**src/rtl/phase_burst_scheduler_pkg.sv**
```systemverilog
// Shared types and helpers for the phase burst scheduler: FSM state encoding,
// phase count and a one-hot decoder for the four-phase frame.
package phase_burst_scheduler_pkg;

  localparam int unsigned NUM_PH = 4;

  typedef enum logic [1:0] {
    ST_IDLE  = 2'd0,
    ST_RUN   = 2'd1,
    ST_GUARD = 2'd2
  } state_t;

  function automatic logic [NUM_PH-1:0] onehot4(input logic [1:0] idx);
    onehot4      = '0;
    onehot4[idx] = 1'b1;
  endfunction

endpackage

```
**src/rtl/phase_burst_scheduler_if.sv**
```systemverilog
// Request/override inputs and phase/grant outputs of the phase burst scheduler.
interface phase_burst_scheduler_if
  import phase_burst_scheduler_pkg::*;
#(
  parameter int unsigned LEN_W = 8
);

  logic [NUM_PH-1:0]       REQ;
  logic [NUM_PH*LEN_W-1:0] REQ_LEN;
  logic                    FORCE;
  logic                    MUTE;
  logic [NUM_PH-1:0]       PH;
  logic [NUM_PH-1:0]       OUT;
  logic [NUM_PH-1:0]       GNT;
  logic [NUM_PH-1:0]       DONE;
  logic                    BUSY;

  modport master (
    output REQ, REQ_LEN, FORCE, MUTE,
    input  PH, OUT, GNT, DONE, BUSY
  );

  modport slave (
    input  REQ, REQ_LEN, FORCE, MUTE,
    output PH, OUT, GNT, DONE, BUSY
  );

endinterface

```
**src/rtl/phase_burst_scheduler_rr_arbiter4.sv**
```systemverilog
// Combinational 4-way round-robin pick: first set request after rr_last, wrapping.
module rr_arbiter4
  import phase_burst_scheduler_pkg::*;
(
  input  logic [NUM_PH-1:0] req,
  input  logic [1:0]        rr_last,
  output logic [1:0]        winner,
  output logic              valid
);

  always_comb begin
    winner = '0;
    valid  = 1'b0;
    // 2-bit sum wraps mod 4; i==4 lands back on rr_last as lowest priority
    for (int unsigned i = 1; i <= NUM_PH; i++) begin
      if (!valid && req[rr_last + 2'(i)]) begin
        valid  = 1'b1;
        winner = rr_last + 2'(i);
      end
    end
  end

endmodule

```
**src/rtl/phase_burst_scheduler.sv**
```systemverilog
// Free-running 4-phase frame generator shared round-robin between four requesters,
// playing whole-frame bursts separated by a guard gap, with FORCE/MUTE output gating.
module phase_burst_scheduler
  import phase_burst_scheduler_pkg::*;
#(
  parameter int unsigned LEN_W     = 8,
  parameter int unsigned GUARD_CYC = 4
)(
  input logic                CLK,
  input logic                RST,
  phase_burst_scheduler_if.slave bus
);

  localparam int unsigned GW = (GUARD_CYC > 1) ? $clog2(GUARD_CYC) : 1;

  state_t            state, state_n;
  logic [1:0]        ph_cnt;
  logic [1:0]        rr_last, rr_last_n;
  logic [LEN_W-1:0]  frame_cnt, frame_cnt_n;
  logic [GW-1:0]     guard_cnt, guard_cnt_n;
  logic [NUM_PH-1:0] gnt, gnt_n;
  logic [NUM_PH-1:0] done, done_n;
  logic [NUM_PH-1:0] out;
  logic [1:0]        win;
  logic              win_valid;
  logic [LEN_W-1:0]  len_sel;

  rr_arbiter4 u_arb (
    .req     (bus.REQ),
    .rr_last (rr_last),
    .winner  (win),
    .valid   (win_valid)
  );

  assign len_sel = bus.REQ_LEN[win*LEN_W +: LEN_W];

  always_ff @(posedge CLK or posedge RST) begin
    if (RST) ph_cnt <= '0;
    else     ph_cnt <= ph_cnt + 2'd1;
  end

  always_ff @(posedge CLK or posedge RST) begin
    if (RST) begin
      state     <= ST_IDLE;
      rr_last   <= 2'd3;
      frame_cnt <= '0;
      guard_cnt <= '0;
      gnt       <= '0;
      done      <= '0;
    end else begin
      state     <= state_n;
      rr_last   <= rr_last_n;
      frame_cnt <= frame_cnt_n;
      guard_cnt <= guard_cnt_n;
      gnt       <= gnt_n;
      done      <= done_n;
    end
  end

  // rr_last doubles as the index of the current burst owner while in RUN
  always_comb begin
    state_n     = state;
    rr_last_n   = rr_last;
    frame_cnt_n = frame_cnt;
    guard_cnt_n = guard_cnt;
    gnt_n       = gnt;
    done_n      = '0;
    case (state)
      ST_IDLE: begin
        if (ph_cnt == 2'd3 && win_valid) begin
          rr_last_n = win;
          if (len_sel != '0) begin
            gnt_n       = onehot4(win);
            frame_cnt_n = len_sel - LEN_W'(1);
            state_n     = ST_RUN;
          end else begin
            done_n      = onehot4(win);
            guard_cnt_n = GW'(GUARD_CYC - 1);
            state_n     = ST_GUARD;
          end
        end
      end
      ST_RUN: begin
        if (ph_cnt == 2'd3) begin
          if (frame_cnt == '0) begin
            gnt_n       = '0;
            done_n      = onehot4(rr_last);
            guard_cnt_n = GW'(GUARD_CYC - 1);
            state_n     = ST_GUARD;
          end else begin
            frame_cnt_n = frame_cnt - LEN_W'(1);
          end
        end
      end
      ST_GUARD: begin
        if (guard_cnt == '0) state_n = ST_IDLE;
        else                 guard_cnt_n = guard_cnt - GW'(1);
      end
      default: state_n = ST_IDLE;
    endcase
  end

  always_comb begin
    out = '0;
    if (bus.FORCE)            out = '1;
    else if (bus.MUTE)        out = '0;
    else if (state == ST_RUN) out = onehot4(ph_cnt);
  end

  assign bus.PH   = onehot4(ph_cnt);
  assign bus.OUT  = out;
  assign bus.GNT  = gnt;
  assign bus.DONE = done;
  assign bus.BUSY = (state != ST_IDLE);

endmodule

```
**src/flat_wrapper.sv**
```systemverilog
// flat-port wrapper written by rule: the top's interface ports become plain ports
module phase_burst_scheduler_flat import phase_burst_scheduler_pkg::*;
#(
  parameter int unsigned LEN_W     = 8,
  parameter int unsigned GUARD_CYC = 4
)
  (CLK, RST, bus_REQ, bus_REQ_LEN, bus_FORCE, bus_MUTE, bus_PH, bus_OUT, bus_GNT, bus_DONE, bus_BUSY);
  phase_burst_scheduler_if #(.LEN_W(LEN_W)) bus_i ();
  input logic CLK;
  input logic RST;
  input wire logic [$bits(bus_i.REQ)-1:0] bus_REQ;
  input wire logic [$bits(bus_i.REQ_LEN)-1:0] bus_REQ_LEN;
  input wire logic [$bits(bus_i.FORCE)-1:0] bus_FORCE;
  input wire logic [$bits(bus_i.MUTE)-1:0] bus_MUTE;
  output wire logic [$bits(bus_i.PH)-1:0] bus_PH;
  output wire logic [$bits(bus_i.OUT)-1:0] bus_OUT;
  output wire logic [$bits(bus_i.GNT)-1:0] bus_GNT;
  output wire logic [$bits(bus_i.DONE)-1:0] bus_DONE;
  output wire logic [$bits(bus_i.BUSY)-1:0] bus_BUSY;
  assign bus_i.REQ = bus_REQ;
  assign bus_i.REQ_LEN = bus_REQ_LEN;
  assign bus_i.FORCE = bus_FORCE;
  assign bus_i.MUTE = bus_MUTE;
  assign bus_PH = bus_i.PH;
  assign bus_OUT = bus_i.OUT;
  assign bus_GNT = bus_i.GNT;
  assign bus_DONE = bus_i.DONE;
  assign bus_BUSY = bus_i.BUSY;
  phase_burst_scheduler #(.LEN_W(LEN_W), .GUARD_CYC(GUARD_CYC)) u_core (.CLK(CLK), .RST(RST), .bus(bus_i));
endmodule
```
**config.mk**
```make
export PLATFORM = sky130hd
export DESIGN_NAME = phase_burst_scheduler_flat
export DESIGN_NICKNAME = d
export VERILOG_FILES = /design/src/rtl/phase_burst_scheduler_pkg.sv /design/src/rtl/phase_burst_scheduler_if.sv /design/src/rtl/phase_burst_scheduler_rr_arbiter4.sv /design/src/rtl/phase_burst_scheduler.sv /design/src/flat_wrapper.sv
export SDC_FILE = /design/constraint.sdc
export NUM_CORES = 1
export LEC_CHECK = 0
export BUFFER_PORTS_ARGS = -buffer_cell sky130_fd_sc_hd__clkbuf_2
export CORE_MARGIN = 2
export CORE_UTILIZATION = 56
export CTS_BUF_LIST = sky130_fd_sc_hd__clkbuf_4
export DETAILED_ROUTE_END_ITERATION = 10
export GPL_TIMING_DRIVEN = 0
export PLACE_DENSITY = 0.83
export SKIP_CTS_REPAIR_TIMING = 1
export SLEW_MARGIN = 20
export SYNTH_ARGS = -nofsm -noshare
export SYNTH_HDL_FRONTEND = slang
export SYNTH_SLANG_ARGS = --single-unit
```
**constraint.sdc**
```tcl
create_clock -name CLK -period 5.12 [get_ports CLK]
set_input_delay 1.024 -clock CLK [delete_from_list [all_inputs] [get_ports CLK]]
set_output_delay 1.024 -clock CLK [all_outputs]
set_load 0.02 [all_outputs]
```
Word-level counts from Yosys, hierarchy flattened
Cells that the tools add are included.
{ "op_classes": {"shifts": 1, "bitwise": 0, "muxes": 52, "eq_ne": 11, "order_cmp": 9, "div_mod_pow": 0, "n_reduce_logical": 22, "mul": 0, "addsub": 7} }
{ "ops": {"columns": ["cell", "count"], "rows": [
  ["$mux W4", 11],
  ["$mux W8", 4],
  ["$shiftx A32 B6 Y8", 1],
  ["$mux W2", 14],
  ["$lt A2 B3 Y1 const B", 6],
  ["$pmux W4 S2", 2],
  ["$pmux W8 S2", 1],
  ["$sub A8 B1 Y8 const B", 2],
  ["$pmux W2 S3", 2],
  ["$mux W1", 11],
  ["$ne A2 B1 Y1 const B", 5],
  ["$reduce_and A5 Y1", 2],
  ["$bmux W1 S2", 4],
  ["$logic_not A8 Y1", 1],
  ["$reduce_bool A8 Y1", 1],
  ["$logic_and A1 B1 Y1", 7],
  ["$demux W1 S2", 3],
  ["$ge A2 B1 Y1 const B", 3],
  ["$ne A2 B2 Y1 const B", 3],
  ["$reduce_and A6 Y1", 1],
  ["$add A2 B1 Y2 const B", 2],
  ["$add A2 B2 Y2 const B", 2],
  ["$eq A2 B2 Y1 const B", 2],
  ["$logic_not A2 Y1", 2],
  ["7 further kinds", 10]
]} }
{ "word_totals": {"latch_bits": 0, "elab_cells": 109, "out_inout_bits": 17, "mem_bits_rw": 0, "mem_count": 0, "mem_bits_ro": 0, "regBits": 24, "in_bits": 40} }

Depth between registers and ports, before layout
Gate-level depths: netlist of the first run.
{ "depth": {"depth_word": 20, "depth_mapped": 19, "depth_no_buf": 15} }

Cells and area by module
A second synthesis of the first run with hierarchy kept.
{ "hier_totals": {"hier_cells": 208, "hier_area_um2": 1939.4} }
{ "by_module_without_submodules": {"columns": ["module", "n_inst", "cells_per_inst", "area_each_um2", "seq_area_each_um2"], "rows": [
  ["phase_burst_scheduler", 1, 194, 1848.0, 603.1],
  ["rr_arbiter4", 1, 14, 91.3, 0.0]
]} }

Least setup slack after synthesis of the first run
No wires, ideal clock.
{ "synth_timing": {"path_type": "flip-flop to flip-flop", "start": "reg u_core.rr_last[0]", "end": "reg u_core.frame_cnt[2]", "stages_incl_launch_ff": 16, "setup_time_ns": 0.126, "required_ns": 4.994, "setup_slack_ns": 1.073, "synth_period_minus_slack_ns": 4.047, "path_buffers": 4, "arrival_ns": 3.921, "cell_sequence": "dfstp_2 > buf_6 > inv_1 > buf_2 > ha_1 > clkbuf_1 > mux4_2 > or2_0 > clkbuf_2 > or2_1 > o221a_2 > o31ai_2 > and2_1 > a41oi_4 > a31o_1 > a221o_1"} }
{ "synth_via": {"elab_chain_cells": 18, "word_cells_on_any_way": 35, "classes_between": "add/sub (4); eq/ne (2); shift (1); mux (19); reduce/logical (9)"} }
{ "synth_lines": {"columns": ["element", "line", "source"], "rows": [
  ["start, declared", "phase_burst_scheduler.sv:18", "logic [1:0] rr_last, rr_last_n;"],
  ["start signal, assigned", "phase_burst_scheduler.sv:52", "rr_last <= rr_last_n;"],
  ["$add A2 B1 Y2", "phase_burst_scheduler_rr_arbiter4.sv:16, phase_burst_scheduler_rr_arbiter4.sv:18", null],
  ["$bmux W1 S2", "phase_burst_scheduler_rr_arbiter4.sv:16", "if (!valid && req[rr_last + 2'(i)]) begin"],
  ["$mux W1 (not written as such)", "phase_burst_scheduler_rr_arbiter4.sv:16", null],
  ["$mux W1", "phase_burst_scheduler_rr_arbiter4.sv:16", null],
  ["$logic_not A1 Y1", "phase_burst_scheduler_rr_arbiter4.sv:16", null],
  ["$logic_and A1 B1 Y1", "phase_burst_scheduler_rr_arbiter4.sv:16", null],
  ["$mux W1", "phase_burst_scheduler_rr_arbiter4.sv:16", null],
  ["$logic_not A1 Y1", "phase_burst_scheduler_rr_arbiter4.sv:16", null],
  ["(+2 left out)", null, null],
  ["$logic_not A1 Y1", "phase_burst_scheduler_rr_arbiter4.sv:16", null],
  ["$logic_and A1 B1 Y1", "phase_burst_scheduler_rr_arbiter4.sv:16", null],
  ["$mux W2", "phase_burst_scheduler_rr_arbiter4.sv:16", null],
  ["$shiftx A32 B6 Y8", "phase_burst_scheduler.sv:35", "assign len_sel = bus.REQ_LEN[win*LEN_W +: LEN_W];"],
  ["$sub A8 B1 Y8", "phase_burst_scheduler.sv:74", "frame_cnt_n = len_sel - LEN_W'(1);"],
  ["$mux W8", "phase_burst_scheduler.sv:72", "if (len_sel != '0) begin"],
  ["$mux W8", "phase_burst_scheduler.sv:70", "if (ph_cnt == 2'd3 && win_valid) begin"],
  ["$pmux W8 S2", "phase_burst_scheduler.sv:68", "case (state)"],
  ["end signal, assigned", "phase_burst_scheduler.sv:53", "frame_cnt <= frame_cnt_n;"],
  ["end, declared", "phase_burst_scheduler.sv:19", "logic [LEN_W-1:0] frame_cnt, frame_cnt_n;"]
]} }
Several ways; a longest one is shown, not always the timed one. The select of a mux whose other input is x is not followed.
A chain may end at the register's enable or synchronous reset.

Worst setup path after layout of the first run
Same ends and word-level chain as after synthesis.

==> flow_summary.toml, run 1 <==
[run_status]
result_of_the_run = "finished clean"

[timing]
finalHoldViolCount = 0
fin_skew_ns = 0.006998
slew_viol_final = 0
worst_slew_pin_slew_ns = 0.8838
hold_slack_ns = 0.5159
rsz0062_at_grt = "no"
period_needed_ns = 4.686
max_clock_freq_mhz = 213.4
report.final.setup_viol = 0
setup_tns_ns = 0
normalized_max_slew_margin_pct = 41.02
finalCritPeriodShare_pct = 91.53

[worst_setup_path]
cp-start-kind = "flip-flop"
endpoint_kind = "flip-flop"
worst-endpoint-required_ns = 5.35
worst-endpoint-arrival_ns = 4.91
path_max_fanout = 11
critPathKind = "flip-flop to flip-flop"

[yosys]
fraction_of_synthesized_cell_area_taken_by_the_top_area_cell_type_pct = 23.00
post_synth_num_cell_types = 71
synthArstFlopShare_pct = 100.0
post_synth_main_area_contributors = "dfrtp_1 (23%), mux2i_1 (6.7%), ha_1 (5.2%)"
synth_edf_count = 0
mean_syn_cell_area_um2 = 8.832
netlist_area_um2 = 2394
synth_sequential_area_ratio_pct = 25.20
synthesis.nets = 321
ys_dominant_reg_cell = "dfrtp_1"
synthesis.yosys.warnings = 0
ys_ff_latch = 24
synth_cells = 271
synthDominantAreaCellType = "dfrtp_1"

[place]
place.detailed.hpwl_um = 4801
port_buffers = 55
gp_congestion = 0.9519
dp.cells = 376

[floorplanning]
die_area_um2 = 4813
placement_rows = 23
die-height_um = 69.38
initial_util_pct = 58.99
die_width_um = 69.38
coreArea_um2 = 4058
io_pins = 57

[clocking]
clock_pin_slew_of_the_registers_on_the_worst_case_setup_and_hold_paths_ns = 0.13
clock_sink_count = 24
clock_tree.root_cell = "clkbuf_4"
clock_tree.buffer_depth = 2
cts.htree.levels = 1
tritoncts = "yes"
cts_inserted_buffers = 3
clock_latency_ns = 0.33

[drt]
detail_route.vias_per_cell = 6.300
detail_route.drc_violations = 0
route.vias.total = 2394
drtPass1Iterations = 4
postRouteWirelength_um = 6262
ant_nets = 0
wl_per_cell_um = 16.48
detail_route.iter0.violations = 174

[grt]
grt_max_degree = 25
global_route.overflow_total = 0
grt_first_pass_wirelength_um = 10710
first_global_vias = 2354
grtUsageTotal_pct = 27.08
antenna_found_initial = 0

[cells_and_area]
layout.cells.non_filler = 380
filler_cell_count = 330
drive_above_1_share_pct = 28.18
synthToLayoutAreaGrowth_pct = 16.31
finalCoreUtilization_pct = 68.61
antenna_cells_inserted = 0
nets = 381

[job]
maxCapViolations = 0

[power_and_ir_drop]
vdd.ir_drop.worst_mv = 0.09048
total_power_uw = 428.4
power-per-cell-area_nw_per_um2 = 153.9
p_leak_nw = 1.290

[min_path]
timing.hold.worst.class = "flip-flop to flip-flop"
==> stage by stage <==
step                      instance area (um2)  setup slack, ns
after floorplan                          2394            1.073
after global placement                   2731           0.5288
after detailed placement                 2731           0.4923
after CTS                                2784           0.4638
after global routing                     2784           0.1148
final                                    2784           0.4339
==> critical path, stage by stage, from the launching register on <==
cell	delay [ns]
dfstp_2	0.58
buf_6	0.14
inv_1	0.05
buf_2	0.20
ha_1	0.31
clkbuf_1	0.37
mux2i_1	0.72
o211ai_4	0.27
nand3_4	0.27
mux2_2	0.37
a22oi_1	0.21
and2_1	0.25
a41oi_4	0.23
a31o_1	0.26
a221o_1	0.33
==> sequential cells by signal (all words and copies together), names as in the netlist <==
name              cells
u_core.rr_last        2
u_core.ph_cnt         2
u_core.bus.GNT        4
u_core.guard_cnt      2
u_core.state          2
u_core.frame_cnt      8
u_core.bus.DONE       4
==> kinds of logic (layout without fill, tap and decap cells) <==
kind of cell | count (synthesis) | in the layout | share of synthesized area (%)
simple gates | 91 | 91 | 20.65
flops | 24 | 24 | 25.20
fa+ha+maj | 10 | 10 | 5.227
xor+xnor | 3 | 3 | 1.098
buf+inv | 32 | 91 | 6.220
mux | 26 | 26 | 13.43
compound gates | 85 | 85 | 28.18
==> layout by cell type, fill, tap and decap left out, types with 6 or more instances in the layout <==
cell type / synthesis / final
clkbuf_1: 8 / 8
clkbuf_2: 1 / 56
nand2_1: 16 / 16
nor2_1: 21 / 21
dfrtp_1: 22 / 22
inv_1: 15 / 15
o21ai_0: 15 / 15
a21o_1: 6 / 6
ha_1: 10 / 10
nor3_1: 10 / 10
a21oi_1: 11 / 11
mux2i_1: 16 / 16
==> power breakdown <==
part	total [mW]	internal [mW]	switching [mW]	leakage, nW
sequential	0.190	0.190	0	0.282
clock	0.139	0.0793	0.0600	0.0279
combinational	0.0994	0.0422	0.0572	0.979
==> synth_stat cells (all sizes together), types with 5 or more instances <==
master,number
and3,6
and2,6
dfrtp,22
a21o,6
nor2,21
nor3,10
o21ai,15
nor3b,5
or2,5
ha,10
mux2i,16
nand2,17
nand2b,5
buf,8
a21oi,11
inv,15
clkbuf,9
mux2,6
a31oi,5
o31ai,6
==> area by class of cell <==
| class | count | area, um2 | area share, % |
|---|---|---|---|
| multi-input combinational | 215 | 1642 | 58.97 |
| clock buffer | 3 | 22.52 | 0.8090 |
| tap | 50 | 62.56 | 2.247 |
| inverter | 15 | 56.30 | 2.022 |
| sequential | 24 | 603.1 | 21.66 |
| clock inverter | 1 | 30.03 | 1.079 |
| buffer | 17 | 92.59 | 3.326 |
| timing repair buffer | 55 | 275.3 | 9.888 |
==> path summary, 6_finish.rpt <==
kind                              startpoint             endpoint  slack (ns)  cells after the start
hold reg to reg             u_core.ph_cnt[0]     u_core.ph_cnt[0]        0.52                      1
setup reg to reg           u_core.rr_last[0]  u_core.frame_cnt[2]        0.43                     14
hold / removal              u_core.ph_cnt[0]     u_core.ph_cnt[0]        0.52                      1
setup / recovery           u_core.rr_last[0]  u_core.frame_cnt[2]        0.43                     14
min in group asynchronous                RST    u_core.bus.GNT[0]        0.84                      2
max in group asynchronous                RST  u_core.frame_cnt[6]        3.74                      2
==> routing by layer <==
| metal | vias up | track usage, % | routed length (um) |
|---|---|---|---|
| met2 | 112 | 44.66 | 2957 |
| met1 | 1110 | 35.20 | 2618 |
| met3 | 21 | 4.651 | 495 |
| li1 | 1151 | - | - |
| met5 | - | 0 | 0 |
| met4 | 0 | 10.89 | 190 |
No activity file was read; power rests on OpenSTA's default activity.
==> inputs of run 2 (changes only) <==
--- a/config.mk
+++ b/config.mk
@@ -7,11 +7,9 @@
 export LEC_CHECK = 0
 export BUFFER_PORTS_ARGS = -buffer_cell sky130_fd_sc_hd__clkbuf_2
 export CORE_MARGIN = 2
-export CORE_UTILIZATION = 56
-export CTS_BUF_LIST = sky130_fd_sc_hd__clkbuf_4
+export CORE_UTILIZATION = 55
 export DETAILED_ROUTE_END_ITERATION = 10
-export GPL_TIMING_DRIVEN = 0
-export PLACE_DENSITY = 0.83
+export PLACE_DENSITY = 0.82
 export SKIP_CTS_REPAIR_TIMING = 1
 export SLEW_MARGIN = 20
 export SYNTH_ARGS = -nofsm -noshare
==> constraint.sdc (replaced) <==
create_clock -name CLK -period 4.8 [get_ports CLK]
set_input_delay 0.96 -clock CLK [delete_from_list [all_inputs] [get_ports CLK]]
set_output_delay 0.96 -clock CLK [all_outputs]
set_load 0.02 [all_outputs]
==> run 2 against run 1 <==
- final cell count shrank 3.2%
- die area up 1.7%
- cell area decreased by 1.4%
- clock power grew 29%
- utilization is 1.4 points lower
- non-clock buffer count decreased by 12
- fmax is 12% higher
- global-route usage shrank 1.4 points
- sequential power is 6% higher
- count of clock-buffer cells in the layout did not move
- critical endpoint unchanged
- largest power group unchanged
- highest routed layer unchanged
==> flow_summary.toml, run 2 (synthesis gave the netlist of run 1 again) <==
[timing]
rsz0062_at_grt = "no"
period_needed_ns = 4.190
finalHoldViolCount = 0
worst_slew_pin_slew_ns = 0.8640
slew_viol_final = 0
normalized_max_slew_margin_pct = 42.34
setup_tns_ns = 0
hold_slack_ns = 0.4991
max_clock_freq_mhz = 238.7
report.final.setup_viol = 0
finalCritPeriodShare_pct = 87.28
fin_skew_ns = 0.009404

[cells_and_area]
antenna_cells_inserted = 0
finalInstanceArea_um2 = 2745
registers.top_by_ff_count = "u_core.frame_cnt"
max_ffs_per_register = 8
filler_cell_count = 346
mostFrequentLayoutCells = "clkbuf_2 (56), dfrtp_1 (22), nor2_1 (21)"
multiInputGateArea_um2 = 1642
finalCoreUtilization_pct = 67.18
drive_above_1_share_pct = 28.30
nets = 369
sequential_cell_area_um2 = 603.1
final_common_cell = "clkbuf_2"
synthToLayoutAreaGrowth_pct = 14.69

[clocking]
tritoncts = "yes"
clock_tree.root_cell = "clkbuf_8"
clock_tree.buffer_depth = 2
clock_sink_count = 24
cts.htree.levels = 1
cts_inserted_buffers = 3
clock_latency_ns = 0.28
clock_pin_slew_of_the_registers_on_the_worst_case_setup_and_hold_paths_ns = 0.09

[place]
place_area_um2 = 2674
gp_congestion = 0.9580
place.detailed.hpwl_um = 4658
port_buffers = 56

[worst_setup_path]
endpoint_kind = "flip-flop"
timing.critical_path.from = "u_core.rr_last[0]"
r2r_start = "u_core.rr_last[0]"
cp-start-kind = "flip-flop"
worst_setup_path_endpoint = "u_core.frame_cnt[2]"
terminus_of_the_critical_flop_to_flop_path = "u_core.frame_cnt[2]"
critPathKind = "flip-flop to flip-flop"
path_max_fanout = 12
worst-endpoint-arrival_ns = 4.35
timing.reg2reg.setup_slack_ns = 0.61
worst-endpoint-required_ns = 4.96
number_of_cells_on_the_worst_reg_to_reg_path = 11

[grt]
grtUsageTotal_pct = 25.64
antenna_found_initial = 0
grt_first_pass_wirelength_um = 10360
first_global_vias = 2251
grt_max_degree = 28
global_route.overflow_total = 0

[power_and_ir_drop]
comb_power_share_pct = 21.7
total_power_uw = 486.8
p_leak_nw = 1.276
clockPowerShare_pct = 36.8
switching_share_pct = 26.27
power-per-cell-area_nw_per_um2 = 177.3
internal_power_uw = 358.9
power.sequential.fraction_pct = 41.5
vdd.ir_drop.worst_mv = 0.1149
p_sw_uw = 127.9

[job]
maxCapViolations = 0

[drt]
detail_route.vias_per_cell = 6.359
wl_per_cell_um = 16.74
drtPass1Iterations = 5
route.vias.total = 2340
postRouteWirelength_um = 6159
ant_nets = 0
detail_route.iter0.violations = 142
detail_route.drc_violations = 0

[min_path]
timing.hold.worst.class = "flip-flop to flip-flop"

[floorplanning]
initial_util_pct = 58.57
die_area_um2 = 4896
coreArea_um2 = 4086
io_pins = 57
die_width_um = 69.97
die-height_um = 69.97
placement_rows = 23

[run_status]
result_of_the_run = "finished clean"
run 2: how the worst min path moves through the flow:
| stage | slack (ns) | endpoint | startpoint | cells after the start |
|---|---|---|---|---|
| 3_5_place_dp | 0.48 | u_core.bus.GNT[2] | u_core.bus.GNT[2] | 1 |
| 4_1_cts | 0.50 | u_core.bus.GNT[2] | u_core.bus.GNT[2] | 1 |
| 2_1_floorplan | 0.46 | u_core.ph_cnt[0] | u_core.ph_cnt[0] | 1 |
| 6_report | 0.50 | u_core.bus.GNT[2] | u_core.bus.GNT[2] | 1 |
| 5_1_grt | 0.53 | u_core.bus.GNT[0] | u_core.bus.GNT[0] | 1 |
| 3_3_place_gp | 0.49 | u_core.bus.GNT[3] | u_core.bus.GNT[3] | 1 |
run 2: area by class of cell:
class                   count  share of cell area (%)
multi-input cells         215                   59.80
flip-flops and latches     24                   21.97
repair buffers             60                   11.30
well taps                  50                   2.279
inverters                  15                   2.051
clock buffers               3                   1.504
clock inverters             1                   1.094
run 2: power groups by stage:
stage / Sequential (mW) / Combinational [mW] / Clock [mW]
6_report: 0.202 / 0.106 / 0.179
5_1_grt: 0.202 / 0.115 / 0.186
4_1_cts: 0.202 / 0.105 / 0.179
3_5_place_dp: 0.206 / 0.103 / 0
3_3_place_gp: 0.206 / 0.102 / 0
2_1_floorplan: 0.206 / 0.0677 / 0
run 2: metrics by stage:
stage	std cells	worst slack, ns
global route	368	0.3441
detailed placement	364	0.6243
floorplan	271	0.7526
CTS	368	0.6390
global placement	364	0.6893
finish	368	0.6103
run 2: routing by layer:
layer	track usage (%)	vias to the layer above	share of wire (%)
met2	43.70	112	48
met5	0	-	0
li1	-	1118	-
met4	8.333	0	2.0
met1	33.21	1098	43
met3	3.896	12	6.1
run 2: critical path: stages, from the launching register on:
cell	delay, ns
dfstp_2	0.53
inv_1	0.18
ha_1	0.58
mux4_2	0.35
or2_0	0.38
o22ai_1	0.15
a2111oi_0	0.58
a41oi_1	0.17
and3_4	0.25
a41oi_4	0.37
o21ai_0	0.19
a221o_1	0.34
==> inputs of run 3 (changes only) <==
--- a/config.mk
+++ b/config.mk
@@ -5,8 +5,7 @@
 export SDC_FILE = /design/constraint.sdc
 export NUM_CORES = 1
 export LEC_CHECK = 0
-export BUFFER_PORTS_ARGS = -buffer_cell sky130_fd_sc_hd__clkbuf_2
-export CORE_MARGIN = 2
+export BUFFER_PORTS_ARGS = -buffer_cell sky130_fd_sc_hd__buf_2
 export CORE_UTILIZATION = 55
 export DETAILED_ROUTE_END_ITERATION = 10
 export PLACE_DENSITY = 0.82
==> run 3 against run 2 <==
- total power increased by 0.39%
- via count rose by 0.34%
- sequential share of layout area is 0.060 points higher
==> flow_summary.toml, run 3 (synthesis gave the netlist of run 1 again) <==
[grt]
grtUsageTotal_pct = 27.96
antenna_found_initial = 0
grt_max_degree = 28
grt_first_pass_wirelength_um = 9860
global_route.overflow_total = 0
first_global_vias = 2124

[worst_setup_path]
number_of_cells_on_the_worst_reg_to_reg_path = 14
worst-endpoint-arrival_ns = 4.35
cp-start-kind = "flip-flop"
path_max_fanout = 12
terminus_of_the_critical_flop_to_flop_path = "u_core.frame_cnt[4]"
timing.critical_path.from = "u_core.rr_last[0]"
endpoint_kind = "flip-flop"
r2r_start = "u_core.rr_last[0]"
critPathKind = "flip-flop to flip-flop"
worst-endpoint-required_ns = 4.94
timing.reg2reg.setup_slack_ns = 0.59

[cells_and_area]
synthToLayoutAreaGrowth_pct = 14.38
filler_cell_count = 329
antenna_cells_inserted = 0
nets = 368
max_ffs_per_register = 8
mostFrequentLayoutCells = "buf_2 (56), dfrtp_1 (22), nor2_1 (21)"
sequential_cell_area_um2 = 603.1
registers.top_by_ff_count = "u_core.frame_cnt"
final_common_cell = "buf_2"
drive_above_1_share_pct = 28.08
finalCoreUtilization_pct = 66.99
multiInputGateArea_um2 = 1642

[min_path]
timing.hold.worst.class = "flip-flop to flip-flop"
worstHoldPathCells = 1
min_from = "u_core.bus.GNT[1]"
min_delay_worst_endpoint = "u_core.bus.GNT[1]"

[floorplanning]
initial_util_pct = 58.57
coreArea_um2 = 4086
die_area_um2 = 4620
die_width_um = 67.97
die-height_um = 67.97
placement_rows = 23
io_pins = 57

[timing]
fin_worst_setup_slack_ns = 0.5897
period_needed_ns = 4.210
fin_skew_ns = 0.008094
rsz0062_at_grt = "no"
setup_tns_ns = 0
normalized_max_slew_margin_pct = 39.18
report.final.setup_viol = 0
finalHoldViolCount = 0
worst_slew_pin_slew_ns = 0.9113
slew_viol_final = 0
finalCritPeriodShare_pct = 87.71
max_clock_freq_mhz = 237.5

[place]
gp_congestion = 0.9042
place.detailed.hpwl_um = 4495
port_buffers = 56
post-place-ws_ns = 0.6402

[drt]
postRouteWirelength_um = 6041
route.vias.total = 2348
detail_route.drc_violations = 0
drtPass1Iterations = 5
ant_nets = 0
detail_route.vias_per_cell = 6.398
detail_route.iter0.violations = 232
wl_per_cell_um = 16.46

[clocking]
clock_sink_count = 24
clock_latency_ns = 0.28
clock_tree.buffer_depth = 2
clock_tree.root_cell = "clkbuf_8"
cts_inserted_buffers = 3
tritoncts = "yes"
cts.htree.levels = 1
clock_pin_slew_of_the_registers_on_the_worst_case_setup_and_hold_paths_ns = 0.09

[run_status]
result_of_the_run = "finished clean"

[power_and_ir_drop]
power-per-cell-area_nw_per_um2 = 178.5
total_power_uw = 488.7
p_leak_nw = 1.269
vdd.ir_drop.worst_mv = 0.1012

[job]
maxCapViolations = 0
## run 3: cell count changes in the layout (fill, tap and decap cells not counted)
cell,previous run,this run
buf_2,0,56
buf_4,4,3
clkbuf_2,56,0
## run 3: final cells by class
class	count	area share, %
clock buffer	3	1.508
multi-input combinational	215	59.96
tap	50	2.285
timing repair buffer	59	11.06
sequential	24	22.03
inverter	15	2.057
clock inverter	1	1.097
## run 3: worst max path at each step
stage / depth (start not counted) / end / slack (ns)
2_1_floorplan: 15 / u_core.frame_cnt[2] / 0.75
3_5_place_dp: 10 / u_core.frame_cnt[2] / 0.64
4_1_cts: 14 / u_core.frame_cnt[4] / 0.62
6_report: 14 / u_core.frame_cnt[4] / 0.59
3_3_place_gp: 10 / u_core.frame_cnt[2] / 0.67
5_1_grt: 11 / u_core.frame_cnt[2] / 0.27
## run 3: stage by stage
stage | cells | cell area [um2] | hold WS (ns)
6_report | 367 | 2738 | 0.5000
5_1_grt | 367 | 2738 | 0.5169
4_1_cts | 367 | 2738 | 0.5013
3_5_place_dp | 363 | 2666 | 0.4809
3_3_place_gp | 363 | 2666 | 0.4742
2_1_floorplan | 271 | 2394 | 0.4648
## run 3: worst max-delay path, stage by stage, from the launching register on
cell	delay, ns
dfstp_2	0.54
inv_1	0.19
ha_1	0.57
mux4_2	0.45
or2_0	0.38
o32a_1	0.39
a41oi_1	0.42
nand2_1	0.08
o21ai_0	0.10
ha_1	0.30
nand2_1	0.08
o21ai_0	0.16
a21boi_0	0.12
a31oi_1	0.17
o311ai_0	0.13
## run 3: metal layers
metal	share of wire, %	GRT usage (%)
met5	0	0
met4	0.86	9.115
met3	6.8	4.000
met2	47	44.98
met1	45	38.12
## run 3: report_power, final
group / internal [mW] / switching, mW
clock: 0.112 / 0.0706
combinational: 0.0445 / 0.0597
sequential: 0.202 / 0
total: 0.358 / 0.130
